`src/rtl/alu_share_arbiter_pkg.sv`:
```
// Shared types and encodings for the ALU share arbiter: word width, ALU opcodes,
// FSM state encodings and the legal-opcode check.
package alu_share_arbiter_pkg;

    localparam int unsigned WORD  = 32;
    localparam int unsigned OP_W  = 4;
    localparam int unsigned N_REQ = 2;

    localparam logic [OP_W-1:0] ALU_AND = 4'b0000;
    localparam logic [OP_W-1:0] ALU_OR  = 4'b0001;
    localparam logic [OP_W-1:0] ALU_ADD = 4'b0010;
    localparam logic [OP_W-1:0] ALU_SUB = 4'b0110;
    localparam logic [OP_W-1:0] ALU_SLT = 4'b0111;
    localparam logic [OP_W-1:0] ALU_NOR = 4'b1100;

    typedef enum logic [1:0] {
        ARB_IDLE = 2'd0,
        ARB_EXEC = 2'd1,
        ARB_RESP = 2'd2
    } arb_state_e;

    // True for the six opcodes the shared ALU implements.
    function automatic logic op_is_legal(input logic [OP_W-1:0] op);
        logic legal;
        case (op)
            ALU_AND, ALU_OR, ALU_ADD, ALU_SUB, ALU_SLT, ALU_NOR: legal = 1'b1;
            default:                                             legal = 1'b0;
        endcase
        return legal;
    endfunction

endpackage

```
`src/rtl/alu_arb_grant.sv`:
```
// Two-way one-hot grant: grants only while idle, favouring the requester
// selected by ptr and falling back to the other one.
module alu_arb_grant (
    input  logic [1:0] valid,
    input  logic       ptr,
    input  logic       idle,
    output logic [1:0] grant_c
);

    always_comb begin
        grant_c = 2'b00;
        if (idle) begin
            if (ptr) begin
                grant_c = valid[1] ? 2'b10 : {1'b0, valid[0]};
            end else begin
                grant_c = valid[0] ? 2'b01 : {valid[1], 1'b0};
            end
        end
    end

endmodule

```
`src/rtl/alu_share_arbiter.sv`:
```
// Shares one external combinational ALU between two valid/ready requesters.
// Define ALU_ARB_RR_EN for round-robin arbitration; otherwise requester 0 has fixed priority.
module alu_share_arbiter
    import alu_share_arbiter_pkg::*;
#(
    parameter int unsigned WIDTH = WORD,
    parameter int unsigned CNT_W = 16
) (
    input  logic                     clk,
    input  logic                     rst_n,
    input  logic [N_REQ-1:0]         req_valid,
    output logic [N_REQ-1:0]         req_ready,
    input  logic [N_REQ*OP_W-1:0]    req_op,
    input  logic [N_REQ*WIDTH-1:0]   req_a,
    input  logic [N_REQ*WIDTH-1:0]   req_b,
    output logic [N_REQ-1:0]         rsp_valid,
    input  logic [N_REQ-1:0]         rsp_ready,
    output logic [WIDTH-1:0]         rsp_result,
    output logic                     rsp_zero,
    output logic                     rsp_err,
    output logic [WIDTH-1:0]         alu_a,
    output logic [WIDTH-1:0]         alu_b,
    output logic [OP_W-1:0]          alu_ctrl,
    input  logic [WIDTH-1:0]         alu_result,
    input  logic                     alu_zero,
    output logic [CNT_W-1:0]         op_count
);

    arb_state_e        state_q, state_d;
    logic              win_q, win_d;
    logic [WIDTH-1:0]  alu_a_d, alu_b_d;
    logic [OP_W-1:0]   alu_ctrl_d;
    logic [N_REQ-1:0]  rsp_valid_d;
    logic [WIDTH-1:0]  rsp_result_d;
    logic              rsp_zero_d, rsp_err_d;
    logic [CNT_W-1:0]  op_count_d;
    logic              idle_c, prio_c, legal_c;
    logic [N_REQ-1:0]  grant_c;

    // Gating with rst_n keeps req_ready low while reset is held.
    assign idle_c    = (state_q == ARB_IDLE) && rst_n;
    assign req_ready = grant_c;
    assign legal_c   = op_is_legal(alu_ctrl);

`ifdef ALU_ARB_RR_EN
    logic prio_q, prio_d;
    assign prio_c = prio_q;

    always_ff @(posedge clk or negedge rst_n) begin
        if (!rst_n) begin
            prio_q <= 1'b0;
        end else begin
            prio_q <= prio_d;
        end
    end

    // After a grant to requester i, requester 1-i is favoured next time.
    always_comb begin
        prio_d = prio_q;
        if (|grant_c) begin
            prio_d = grant_c[0];
        end
    end
`else
    assign prio_c = 1'b0;
`endif

    alu_arb_grant u_grant (
        .valid   (req_valid),
        .ptr     (prio_c),
        .idle    (idle_c),
        .grant_c (grant_c)
    );

    // Next-state and next-output logic.
    always_comb begin
        state_d      = state_q;
        win_d        = win_q;
        alu_a_d      = alu_a;
        alu_b_d      = alu_b;
        alu_ctrl_d   = alu_ctrl;
        rsp_valid_d  = rsp_valid;
        rsp_result_d = rsp_result;
        rsp_zero_d   = rsp_zero;
        rsp_err_d    = rsp_err;
        op_count_d   = op_count;

        case (state_q)
            ARB_IDLE: begin
                if (|grant_c) begin
                    win_d      = grant_c[1];
                    alu_ctrl_d = grant_c[1] ? req_op[2*OP_W-1:OP_W]   : req_op[OP_W-1:0];
                    alu_a_d    = grant_c[1] ? req_a[2*WIDTH-1:WIDTH]  : req_a[WIDTH-1:0];
                    alu_b_d    = grant_c[1] ? req_b[2*WIDTH-1:WIDTH]  : req_b[WIDTH-1:0];
                    state_d    = ARB_EXEC;
                end
            end
            ARB_EXEC: begin
                // An illegal opcode never exposes whatever the ALU produced.
                rsp_result_d = legal_c ? alu_result : '0;
                rsp_zero_d   = legal_c & alu_zero;
                rsp_err_d    = ~legal_c;
                rsp_valid_d  = win_q ? 2'b10 : 2'b01;
                state_d      = ARB_RESP;
            end
            ARB_RESP: begin
                if (rsp_ready[win_q]) begin
                    rsp_valid_d = '0;
                    op_count_d  = (&op_count) ? op_count : op_count + CNT_W'(1);
                    state_d     = ARB_IDLE;
                end
            end
            default: begin
                state_d = ARB_IDLE;
            end
        endcase
    end

    always_ff @(posedge clk or negedge rst_n) begin
        if (!rst_n) begin
            state_q    <= ARB_IDLE;
            win_q      <= 1'b0;
            alu_a      <= '0;
            alu_b      <= '0;
            alu_ctrl   <= '0;
            rsp_valid  <= '0;
            rsp_result <= '0;
            rsp_zero   <= 1'b0;
            rsp_err    <= 1'b0;
            op_count   <= '0;
        end else begin
            state_q    <= state_d;
            win_q      <= win_d;
            alu_a      <= alu_a_d;
            alu_b      <= alu_b_d;
            alu_ctrl   <= alu_ctrl_d;
            rsp_valid  <= rsp_valid_d;
            rsp_result <= rsp_result_d;
            rsp_zero   <= rsp_zero_d;
            rsp_err    <= rsp_err_d;
            op_count   <= op_count_d;
        end
    end

endmodule

```
`config.mk`:
```
export PLATFORM = sky130hd
export DESIGN_NAME = alu_share_arbiter
export DESIGN_NICKNAME = d
export VERILOG_FILES = /design/src/rtl/alu_share_arbiter_pkg.sv /design/src/rtl/alu_arb_grant.sv /design/src/rtl/alu_share_arbiter.sv
export SDC_FILE = /design/constraint.sdc
export NUM_CORES = 1
export LEC_CHECK = 0
export CORE_ASPECT_RATIO = 0.9
export CORE_MARGIN = 2
export CORE_UTILIZATION = 30
export CTS_CLUSTER_SIZE = 8
export DETAILED_ROUTE_END_ITERATION = 8
export GPL_ROUTABILITY_DRIVEN = 0
export PLACE_DENSITY = 0.66
export SLEW_MARGIN = 20
export SYNTH_ARGS = -nofsm -noshare
export SYNTH_HDL_FRONTEND = slang
export SYNTH_SLANG_ARGS = --single-unit
```
`constraint.sdc`:
```
create_clock -name clk -period 5.17 [get_ports clk]
set_input_delay 1.034 -clock clk [delete_from_list [all_inputs] [get_ports clk]]
set_output_delay 1.034 -clock clk [all_outputs]
set_load 0.02 [all_outputs]
```
; ---- Word level (Yosys, flattened, before mapping)
; Index checks and enable logic that the tools add are counted.
[classes]
n_mux = 14
n_bitwise = 3
n_eq_ne = 9
magnitude_cmp = 1
add_sub_neg = 1
n_reduce_logical = 11
[op_table]
columns = cell, n
row1 = $mux 32, 3
row2 = $add 16x1->16 const B, 1
row3 = $reduce_and 16->1, 1
row4 = $mux 2, 5
row5 = $eq 4x3->1 const B, 2
row6 = $pmux 2 s3, 1
row7 = $reduce_and 2->1, 3
row8 = $reduce_or 6->1, 1
row9 = $eq 4x1->1 const B, 1
row10 = $eq 4x2->1 const B, 1
row11 = $eq 4x4->1 const B, 1
row12 = $logic_not 4->1, 1
row13 = $mux 4, 1
row14 = $pmux 2 s2, 1
row15 = $mux 1, 3
row16 = $reduce_and 3->1, 1
row17 = $eq 2x1->1 const B, 1
row18 = $eq 2x2->1 const B, 1
row19 = $logic_not 2->1, 1
row20 = $lt 1x2->1 const B, 1
row21 = $ne 2x1->1 const B, 1
row22 = $ne 2x2->1 const B, 1
row23 = $not 1->1, 2
row24 = $reduce_bool 2->1, 1
row25 = 3 further kinds, 3
[totals]
in_bits = 175
output_inout_bits = 122
ff_bits = 123
wordCells = 49

; ---- Depth between registers and ports, before layout
; Gate-level depths: netlist (run 1).
[depth]
depth_word = 6
mapped_depth = 8
depth_no_buf = 5

; ---- Modules after synthesis
; Synthesis (run 1) repeated with hierarchy kept, for this count alone.
[hier_totals]
hier_cells = 476
area_unflattened_um2 = 5313.8
[by_module_without_submodules]
columns = module, seq_area_each_um2, instances, cells_each, area_each_um2
row1 = alu_share_arbiter, 3078.0, 1, 471, 5292.6
row2 = alu_arb_grant, 0.0, 1, 5, 21.3

; ---- Worst setup path before layout (run 1)
; OpenSTA, ideal clock, no wires.
[synth_path]
path_type = input to output
startpoint = in rst_n
endpoint = out req_ready[1]
required_time_ps = 4136
stages = 5
arrival_time_ps = 2081
path_buffers = 3
slack_ps = 2055
cell_sequence = nor3b_1 > buf_2 > and3b_1 > clkbuf_1 > clkbuf_1
[synth_between]
elab_chain_len = 2
[synth_lines]
columns = item, line_no
row1 = from (decl), alu_share_arbiter.sv:10  ; input logic rst_n,
row2 = $logic_and 1x1->1, alu_share_arbiter.sv:41  ; assign idle_c = (state_q == ARB_IDLE) && rst_n;
row3 = $mux 2, alu_arb_grant.sv:12  ; if (idle) begin
row4 = to (decl), alu_share_arbiter.sv:12  ; output logic [N_REQ-1:0] req_ready,
; Every way passes these cells.

; ---- Final worst setup path (run 1)
; Same ends and word-level chain as after synthesis.

==> results.md, run 1 <==
* Ant. Diodes at 0
* Combinational power share at a little over two fifths
* Mapped Area at slightly above 5000 sq um
* CTS max path bufs at 2
* Placed Area at around 8300 sq um
* Worst Setup EP: req_ready[1]
* Detailed Place HPWL at roughly 12000 um
* CP top delay family: simple AND/OR/NAND/NOR gates
* Seq cells post-synth at about 120
* Fillers at 1475
* Final setup viols at 0
* Die Y at between 100 and 150 um
* Final Hold Fails at 0
* Syn_area_per_cell at 10.89 sq um
* Reg power frac at between 30 and 40%
* Starting DRC count in detailed routing at 178
* Latest clock arrival within the worst-skew pair at between 0.4 and 0.5 ns
* Reg-to-Reg End: alu_a[30]
* Buf/Inv on CP at 2
* Critical Path RT at just over 4 ns
* Fmax at about 280 MHz
* Clock root buffer master: clkbuf_16
* Worst path depth at 4
* Fin util at a little over half
* Cts hold-fix bufs at 0
* Worst Hold Class: reg -> reg
* # port buffers at approximately 300
* GR Util All Layers at between 10% and 20%
* Sequence of cells on the critical path: buf_4 > nor3b_2 > and3b_2 > clkdlybuf4s50_1
* Post-synth EDFFs at 0
* Wirelength per Cell at 17.14 um
* Reg2reg path depth at 5
* VDD IR max at between 200 and 250 uV
* Routed Antenna Nets at 0
* Crit path max fanout at 6
* IO Pins at 297
* Reg2reg setup slack at ~3.1 ns
* P_leak at between 3 and 4 nW
* Aggregate routed wire length at roughly 17000 um
* Number of antenna violations at the first check in global routing at 0
* Post-route setup TNS at 0 ns
* Status: finished, final reports clean
* Initial core utilization at 30.67%
* Area growth syn-to-layout at 73.19%
* Grt ovf at 0
* Placement Setup Slack at about 1.6 ns
* Finished Layout Cells at ~980
* Layout cells sized above 1 at 6.995%
* Yosys cell types at 36
* CP Capture Type: primary output
* Critical path origin: rst_n
* Worst-Margin Slew at roughly 0.9 ns
* Clock Sinks at around 120
* Int Power at 0.003195 W
* Fin area at between 8000 and 9000 sq um
* TritonCTS clock tree: built
* Crit path arrival time at between 2 and 3 ns
* Clock transition at path regs at 0.06 ns
* Period utilization at between 60% and 70%
* Register area share after synthesis at around three fifths
* Seq. cell area at slightly above 3000 sq um
* CP max stage delay at between 0.6 and 0.7 ns
* RSZ-0062 raised after global routing: false
* Sw Share at a little under two fifths
* Area occupied by multi-input gates at slightly below 2000 sq um
* Psw at 0.001868 W
* DRC violations left at 0
* Worst path slowest cell: clkdlybuf4s50_1
* Max-cap violations at 0
* Final slew viol count at 0
* Cts bufs inserted at 17
* Placed Cells at about 950
* Predominant post-synthesis flop cell: dfrtp_1
* Type of the worst setup path: in -> out
* Vias in the first global route at 5000
* Power Density at ~570 nW/um^2
* Worst Slack Setup Final at 1.628 ns
* Async SR Flop Fraction at 100.0%
* Reg2reg start: state_q[1]
* Most common cell after layout, fill and taps aside: clkdlybuf4s50_1
* First-pass GRT wire length at approximately 26000 um
* Worst Setup Start Kind: primary input
* Setup repair bufs after CTS at 0
* Clock Skews at between 0.01 and 0.015 ns
* Clock power frac at 24.4%
* Vias per cell at around 5.0
* Min cycle time layout at 3.542 ns
* Yosys warns at 0
* Overall die area at between 15000 and 20000 sq um
* FP Rows at 45
* Syn nets at 650
* Via count at approximately 5000
* H-tree depth at 4
* Most frequent cells in the layout: clkdlybuf4s50_1 (294), nand2_1 (138), dfrtp_1 (123), a32oi_1 (68), a22o_1 (33)
* Final nets at a little over 900
* Largest net degree at the start of global routing at 74
* Total core area at ~17000 sq um
* Syn Inst Count at ~470
* Worst slew margin at around two fifths
* 1st-pass router iterations at 4
* Die W at ~140 um
* Post-CTS sizing at 0
stage by stage:
stage | hold slack (ns) | power, W
6_report | 0.4635 | 0.005063
3_5_place_dp | 0.4551 | 0.003858
4_1_cts | 0.4680 | 0.005132
5_1_grt | 0.4802 | 0.005364
3_3_place_gp | 0.4513 | 0.003811
2_1_floorplan | 0.5311 | 0.002664
cells in the mapped netlist (2+ instances only):
library cell  instances  area, sq um
o21ai_0               4        20.02
mux2_1                2        22.52
nand2b_1              6        37.54
nand3_1               3        15.01
nand4_1               5        31.28
buf_2                 3        15.01
xor2_1                8        70.07
dfrtp_1             123         3078
nor3_1                6        30.03
a21oi_1               3        15.01
a32oi_1              68        595.6
nand2_1             138        518.0
a31oi_1               2        12.51
nor2_1                7        26.28
a22o_1               33        289.0
xnor2_1               2        17.52
nand3b_1              3        22.52
clkbuf_1             35        131.4
mux2_2                4        45.04
inv_1                 3        11.26
sequential cells by signal (all words and copies together), names as in the netlist:
register and cells:
alu_a 32, win_q 1, rsp_err 1, alu_b 32
rsp_zero 1, rsp_result 32, op_count 16, alu_ctrl 4
state_q 2, rsp_valid 2
tightest hold or removal path: cells and delay by family, from the launching register on:
family / cells / cell delay, ns
AND/OR/NAND/NOR: 2 / 0.10
flip-flops: 1 / 0.34
power by group through the flow:
stage | combinational [W] | sequential (W) | clock, W
after floorplan | 0.000572 | 0.00209 | 0
after global placement | 0.00220 | 0.00162 | 0
after detailed placement | 0.00223 | 0.00163 | 0
after CTS | 0.00223 | 0.00163 | 0.00127
after global routing | 0.00237 | 0.00168 | 0.00131
final | 0.00220 | 0.00162 | 0.00124
metal layers:
layer	part of all wire, %	wire length (um)	track usage [%]	vias up
li1	-	-	-	2315
met1	42	7002	22.50	2364
met2	50	8419	31.83	184
met3	7.1	1200	6.848	18
met4	1.3	222	4.529	0
met5	0	0	0	-
kinds of logic after synthesis:
family / after synthesis / synth area share, %
multiplexers: 7 / 1.503
buffers and inverters: 41 / 3.054
adder cells (fa/ha/maj): 1 / 0.2423
AO/OA/AOI/OAI: 112 / 18.32
AND/OR/NAND/NOR: 180 / 15.56
flip-flops: 123 / 59.62
XOR/XNOR: 10 / 1.697
final cells by class:
| cell class | count | area share, % |
|---|---|---|
| Multi-Input combinational cell | 310 | 21.83 |
| Timing Repair Buffer | 304 | 33.73 |
| Sequential cell | 123 | 34.42 |
| Clock buffer | 19 | 5.066 |
| Clock inverter | 13 | 1.875 |
| Tap cell | 211 | 2.953 |
| Inverter | 3 | 0.1259 |
how the worst min path moves through the flow:
stage / startpoint / endpoint / slack (ns) / depth (start not counted)
6_report: alu_b[15] / alu_b[15] / 0.46 / 2
4_1_cts: alu_b[18] / alu_b[18] / 0.47 / 2
3_3_place_gp: alu_a[8] / alu_a[8] / 0.45 / 2
5_1_grt: alu_b[24] / alu_b[24] / 0.48 / 2
3_5_place_dp: alu_b[18] / alu_b[18] / 0.46 / 2
2_1_floorplan: win_q / rsp_valid[0] / 0.53 / 1
No activity file was read; power rests on OpenSTA's default activity.
==> run 2: changes to the inputs <==
PLACE_DENSITY = 0.68   (was 0.66)
clock period = 2.94 ns   (was 5.17 ns; I/O delays follow)
==> run 2 against run 1 <==
Effect of this change:
- register-to-register slack worse by 2.2 ns
- flip-flop and latch count unchanged
- clock skew down 0.0018 ns
- clock power up 66%
- design area down 0.15%
- cell count unchanged
- combinational power up 76%
- die area unchanged
- sequential power up 77%
- wire length up 1.0%
- largest power group unchanged
==> results.md, run 2 (synthesis gave the netlist of run 1 again) <==
* Post-CTS sizing at 0 (unchanged)
* Cts bufs inserted at 17 (unchanged)
* Area growth syn-to-layout at 72.93%
* H-tree depth at 4 (unchanged)
* Number of antenna violations at the first check in global routing at 0 (unchanged)
* DRC violations left at 0 (unchanged)
* Layout cells sized above 1 at 6.995% (unchanged)
* Clock transition at path regs at 0.06 ns (about the same)
* Initial core utilization at 30.67% (unchanged)
* Min cycle time layout at ~2.6 ns
* Crit path arrival time at 2.02 ns (-0.49 ns)
* Detailed Place HPWL at 12560 um (+3.0%)
* CP max stage delay at 0.63 ns (about the same)
* Overall die area at 18280 sq um (unchanged)
* Reg2reg setup slack at 0.86 ns (-2.22 ns)
* Routed Antenna Nets at 0 (unchanged)
* Worst Setup Start Kind: flip-flop
* Vias in the first global route at 5160 (+3.2%)
* Wirelength per Cell at 17.31 um (+1.0%)
* RSZ-0062 raised after global routing: false
* Fin Hold WS at 0.3477 ns (-0.1158 ns)
* CP Capture Type: primary output
* Starting DRC count in detailed routing at 176 (-1.1%)
* Aggregate routed wire length at 17020 um (+1.0%)
* Die Y at 128.5 um (unchanged)
* VDD IR max at 462.5 uV (+110%)
* Crit path max fanout at 4 (-2)
* Pwr Total at 0.008813 W (+74%)
* IO Pins at 297 (unchanged)
* Type of the worst setup path: reg -> out
* Clock Sinks at 123 (unchanged)
* Sequence of cells on the critical path: nor3b_2 > and3b_2 > clkdlybuf4s50_1
* GR Util All Layers at 18.75% (+0.12 points)
* Power Density at 987.1 nW/um^2 (+74%)
* Latest clock arrival within the worst-skew pair at 0.41 ns (about the same)
* Post-route setup TNS at 0 ns (unchanged)
* Worst slew margin at 45.90% (+7.0 points)
* Status: finished, final reports clean
* Worst Setup EP: req_ready[1]
* Reg2reg path depth at 6 (+1)
* Max-cap violations at 0 (unchanged)
* Critical path origin: state_q[1]
* Critical Path RT at 2.35 ns (-1.79 ns)
* Final Hold Fails at 0 (unchanged)
* Via count at 4862 (-0.39%)
* FP Rows at 45 (unchanged)
* Clock Skews at 0.008893 ns (-0.001767 ns)
* Fin util at 53.03% (-0.082 points)
* Fillers at 1467 (-0.54%)
* 1st-pass router iterations at 4 (unchanged)
* Reg-to-Reg End: alu_a[7]
* P_leak at 3.882 nW (-0.21%)
* Worst Hold Class: in -> async
* Period utilization at roughly 89%
* Final slew viol count at 0 (unchanged)
* Fmax at between 300 and 400 MHz
* Top Registers: alu_a (32), alu_b (32), rsp_result (32)
* Largest net degree at the start of global routing at 69 (-6.8%)
* Final setup viols at 0 (unchanged)
* Final nets at 935 (unchanged)
* Worst path slowest cell: clkdlybuf4s50_1
* First-pass GRT wire length at 26780 um (+1.1%)
* Worst-Margin Slew at 0.8115 ns (-0.1048 ns)
* # port buffers at 296 (unchanged)
* Most common cell after layout, fill and taps aside: clkdlybuf4s50_1
* Reg2reg start: state_q[1]
* Cts hold-fix bufs at 0 (unchanged)
* Grt ovf at 0 (unchanged)
* Die W at 142.3 um (unchanged)
* Clock root buffer master: clkbuf_16
* Most frequent cells in the layout: clkdlybuf4s50_1 (294), nand2_1 (138), dfrtp_1 (123), a32oi_1 (68), a22o_1 (33)
* TritonCTS clock tree: built
* Vias per cell at 4.946 (-0.39%)
* CTS max path bufs at 2 (unchanged)
* Total core area at 16830 sq um (unchanged)
* Setup repair bufs after CTS at 0 (unchanged)
* Ant. Diodes at 0 (unchanged)
-- run 2: cell count changes in the layout (fill, tap and decap cells not counted) --
cell        delta
inv_6          +1
clkinv_2       +1
buf_12         +1
buf_4          -1
clkinv_4       -2
clkinvlp_4     +1
bufinv_16      -1
-- run 2: worst max-delay path: cells and delay by family (launching register included) --
kind          cells  cell delay, ns
buf+inv           1            0.63
flops             1            0.40
simple gates      2            0.57
-- run 2: power breakdown --
group	internal (W)	switching, W
clock network	0.00130	0.000769
registers	0.00240	0.000465
logic	0.00184	0.00204
-- run 2: stage by stage --
stage,cells,setup WS (ns),instance area [sq um]
2_1_floorplan,474,0.7170,5162
3_3_place_gp,951,0.3551,8328
3_5_place_dp,951,0.3493,8333
4_1_cts,983,0.2237,8927
5_1_grt,983,0.1801,8927
6_report,983,0.3359,8927
-- run 2: metal layers --
layer / vias to the layer above / part of all wire (%) / global-route usage (%)
met5: - / 0 / 0
met4: 0 / 1.6 / 5.529
met3: 21 / 7.2 / 7.071
met2: 189 / 50 / 32.79
met1: 2345 / 41 / 21.49
li1: 2307 / - / -
-- run 2: layout make-up --
cell class	instances	area, sq um	share of cell area, %
Timing Repair Buffer	304	3028	33.92
Tap cell	211	264.0	2.957
Multi-Input combinational cell	310	1952	21.86
Clock buffer	19	452.9	5.074
Inverter	3	11.26	0.1261
Sequential cell	123	3078	34.48
Clock inverter	13	141.4	1.584
-- run 2: worst min-delay path by stage --
stage / start / cells after the start / to
2_1_floorplan: rst_n / 0 / alu_a[0]
3_3_place_gp: alu_b[11] / 2 / alu_b[11]
3_5_place_dp: alu_a[20] / 2 / alu_a[20]
4_1_cts: rst_n / 2 / rsp_result[13]
5_1_grt: rst_n / 2 / rsp_result[16]
6_report: rst_n / 2 / rsp_result[0]
==> run 3: changes to the inputs <==
MAX_ROUTING_LAYER = met4   (was default)
==> run 3 against run 2 <==
Effect of this change:
- die area did not move
- setup slack got worse by 0.0019 ns
- core utilization did not move
- combinational power barely moved
- count of clock-buffer cells in the layout did not move
- first-iteration DRC count rose by 15%
- cell count did not move
- total power barely moved
- clock power barely moved
- wire length fell by 0.11%
- via count barely moved
- largest power group unchanged
==> results.md, run 3 (synthesis gave the netlist of run 1 again) <==
* Area growth syn-to-layout at 72.93% (unchanged)
* Total core area at 16830 sq um (unchanged)
* P_leak at 3.882 nW (unchanged)
* Status: finished, final reports clean
* Initial core utilization at 30.67% (unchanged)
* Most frequent cells in the layout: clkdlybuf4s50_1 (294), nand2_1 (138), dfrtp_1 (123), a32oi_1 (68), a22o_1 (33)
* Pwr Total at 0.008814 W (about the same)
* TritonCTS clock tree: built
* Fmax at 383.7 MHz (about the same)
* Fin util at 53.03% (unchanged)
* Final setup viols at 0 (unchanged)
* CP max stage delay at 0.63 ns (about the same)
* Worst Setup Start Kind: flip-flop
* RSZ-0062 raised after global routing: false
* Final Hold Fails at 0 (unchanged)
* Largest net degree at the start of global routing at 69 (unchanged)
* Detailed Place HPWL at 12560 um (unchanged)
* DRC violations left at 0 (unchanged)
* Crit path max fanout at 4 (unchanged)
* Sequence of cells on the critical path: nor3b_2 > and3b_2 > clkdlybuf4s50_1
* Starting DRC count in detailed routing at 202 (+15%)
* Fin Hold WS at 0.3441 ns (-0.003629 ns)
* Post-CTS sizing at 0 (unchanged)
* Number of antenna violations at the first check in global routing at 0 (unchanged)
* Routed Antenna Nets at 0 (unchanged)
* Placed Area at 8333 sq um (unchanged)
* Vias per cell at 4.950 (about the same)
* Critical Path RT at 2.35 ns (about the same)
* Cts bufs inserted at 17 (unchanged)
* Wirelength per Cell at 17.29 um (-0.11%)
* GR Util All Layers at 19.33% (+0.58 points)
* Vias in the first global route at 5165 (+0.097%)
* # port buffers at 296 (unchanged)
* Top Registers: alu_a (32), alu_b (32), rsp_result (32)
* Clock root buffer master: clkbuf_16
* Post-route setup TNS at 0 ns (unchanged)
* IO Pins at 297 (unchanged)
* VDD IR max at 462.6 uV (about the same)
* Clock transition at path regs at 0.06 ns (about the same)
* Type of the worst setup path: reg -> out
* First-pass GRT wire length at 26730 um (-0.18%)
* Worst Hold Class: in -> async
* Final nets at 935 (unchanged)
* Clock Skews at 0.008502 ns (-0.0003910 ns)
* CTS max path bufs at 2 (unchanged)
* Max-cap violations at 0 (unchanged)
* Final slew viol count at 0 (unchanged)
* H-tree depth at 4 (unchanged)
* Fillers at 1467 (unchanged)
* Layout cells sized above 1 at 6.995% (unchanged)
* Setup repair bufs after CTS at 0 (unchanged)
* Overall die area at 18280 sq um (unchanged)
* Worst slew margin at 45.30% (-0.60 points)
* Power Density at 987.3 nW/um^2 (about the same)
* CP Capture Type: primary output
* Die W at 142.3 um (unchanged)
* Aggregate routed wire length at 17000 um (-0.11%)
* Latest clock arrival within the worst-skew pair at 0.41 ns (about the same)
* Min cycle time layout at 2.606 ns (+0.001894 ns)
* Most common cell after layout, fill and taps aside: clkdlybuf4s50_1
* FP Rows at 45 (unchanged)
* Crit path arrival time at 2.02 ns (about the same)
* Ant. Diodes at 0 (unchanged)
* Die Y at 128.5 um (unchanged)
* Worst path slowest cell: clkdlybuf4s50_1
* Cts hold-fix bufs at 0 (unchanged)
* Worst-Margin Slew at 0.8205 ns (+0.008968 ns)
* 1st-pass router iterations at 4 (unchanged)
* Grt ovf at 0 (unchanged)
* Via count at 4866 (+0.082%)
* Period utilization at 88.64% (about the same)
* Clock Sinks at 123 (unchanged)
* Fin area at 8927 sq um (unchanged)
[run 3: where the power goes]
group	switching (W)	internal (W)
clock	0.000770	0.00129
combinational	0.00204	0.00184
sequential	0.000464	0.00240
[run 3: final timing paths]
check	from	endpoint	slack, ns	cells after the start
worst max register to register	state_q[1]	alu_a[7]	0.85	6
worst min-delay path	rst_n	rsp_result[0]	0.34	2
min in group clk	alu_b[24]	alu_b[24]	0.46	2
worst min register to register	alu_b[24]	alu_b[24]	0.46	2
max in group asynchronous	rst_n	alu_b[9]	1.29	3
worst max-delay path	state_q[1]	req_ready[1]	0.33	3
[run 3: cell type report]
| type | count | area [sq um] | area share [%] |
|---|---|---|---|
| clock buffer | 19 | 452.9 | 5.074 |
| clock inverter | 13 | 141.4 | 1.584 |
| inverter | 3 | 11.26 | 0.1261 |
| multi-input combinational | 310 | 1952 | 21.86 |
| sequential | 123 | 3078 | 34.48 |
| tap | 211 | 264.0 | 2.957 |
| timing repair buffer | 304 | 3028 | 33.92 |
[run 3: per-stage QoR]
| stage | std cells | worst slack, ns |
|---|---|---|
| 3_5_place_dp | 951 | 0.3493 |
| 6_report | 983 | 0.3340 |
| 4_1_cts | 983 | 0.2237 |
| 5_1_grt | 983 | 0.1800 |
| 2_1_floorplan | 474 | 0.7170 |
| 3_3_place_gp | 951 | 0.3551 |
[run 3: layer usage]
layer,global-route usage [%],up-vias,routed length [um]
met5,-,-,0
met4,5.706,0,299
met3,6.401,24,1111
met2,32.71,186,8482
met1,21.90,2349,7104
li1,-,2307,-
[run 3: worst max-delay path, delay by kind of cell (launching register included)]
kind	cells	cell delay, ns
buffers and inverters	1	0.63
AND/OR/NAND/NOR	2	0.57
flip-flops	1	0.40
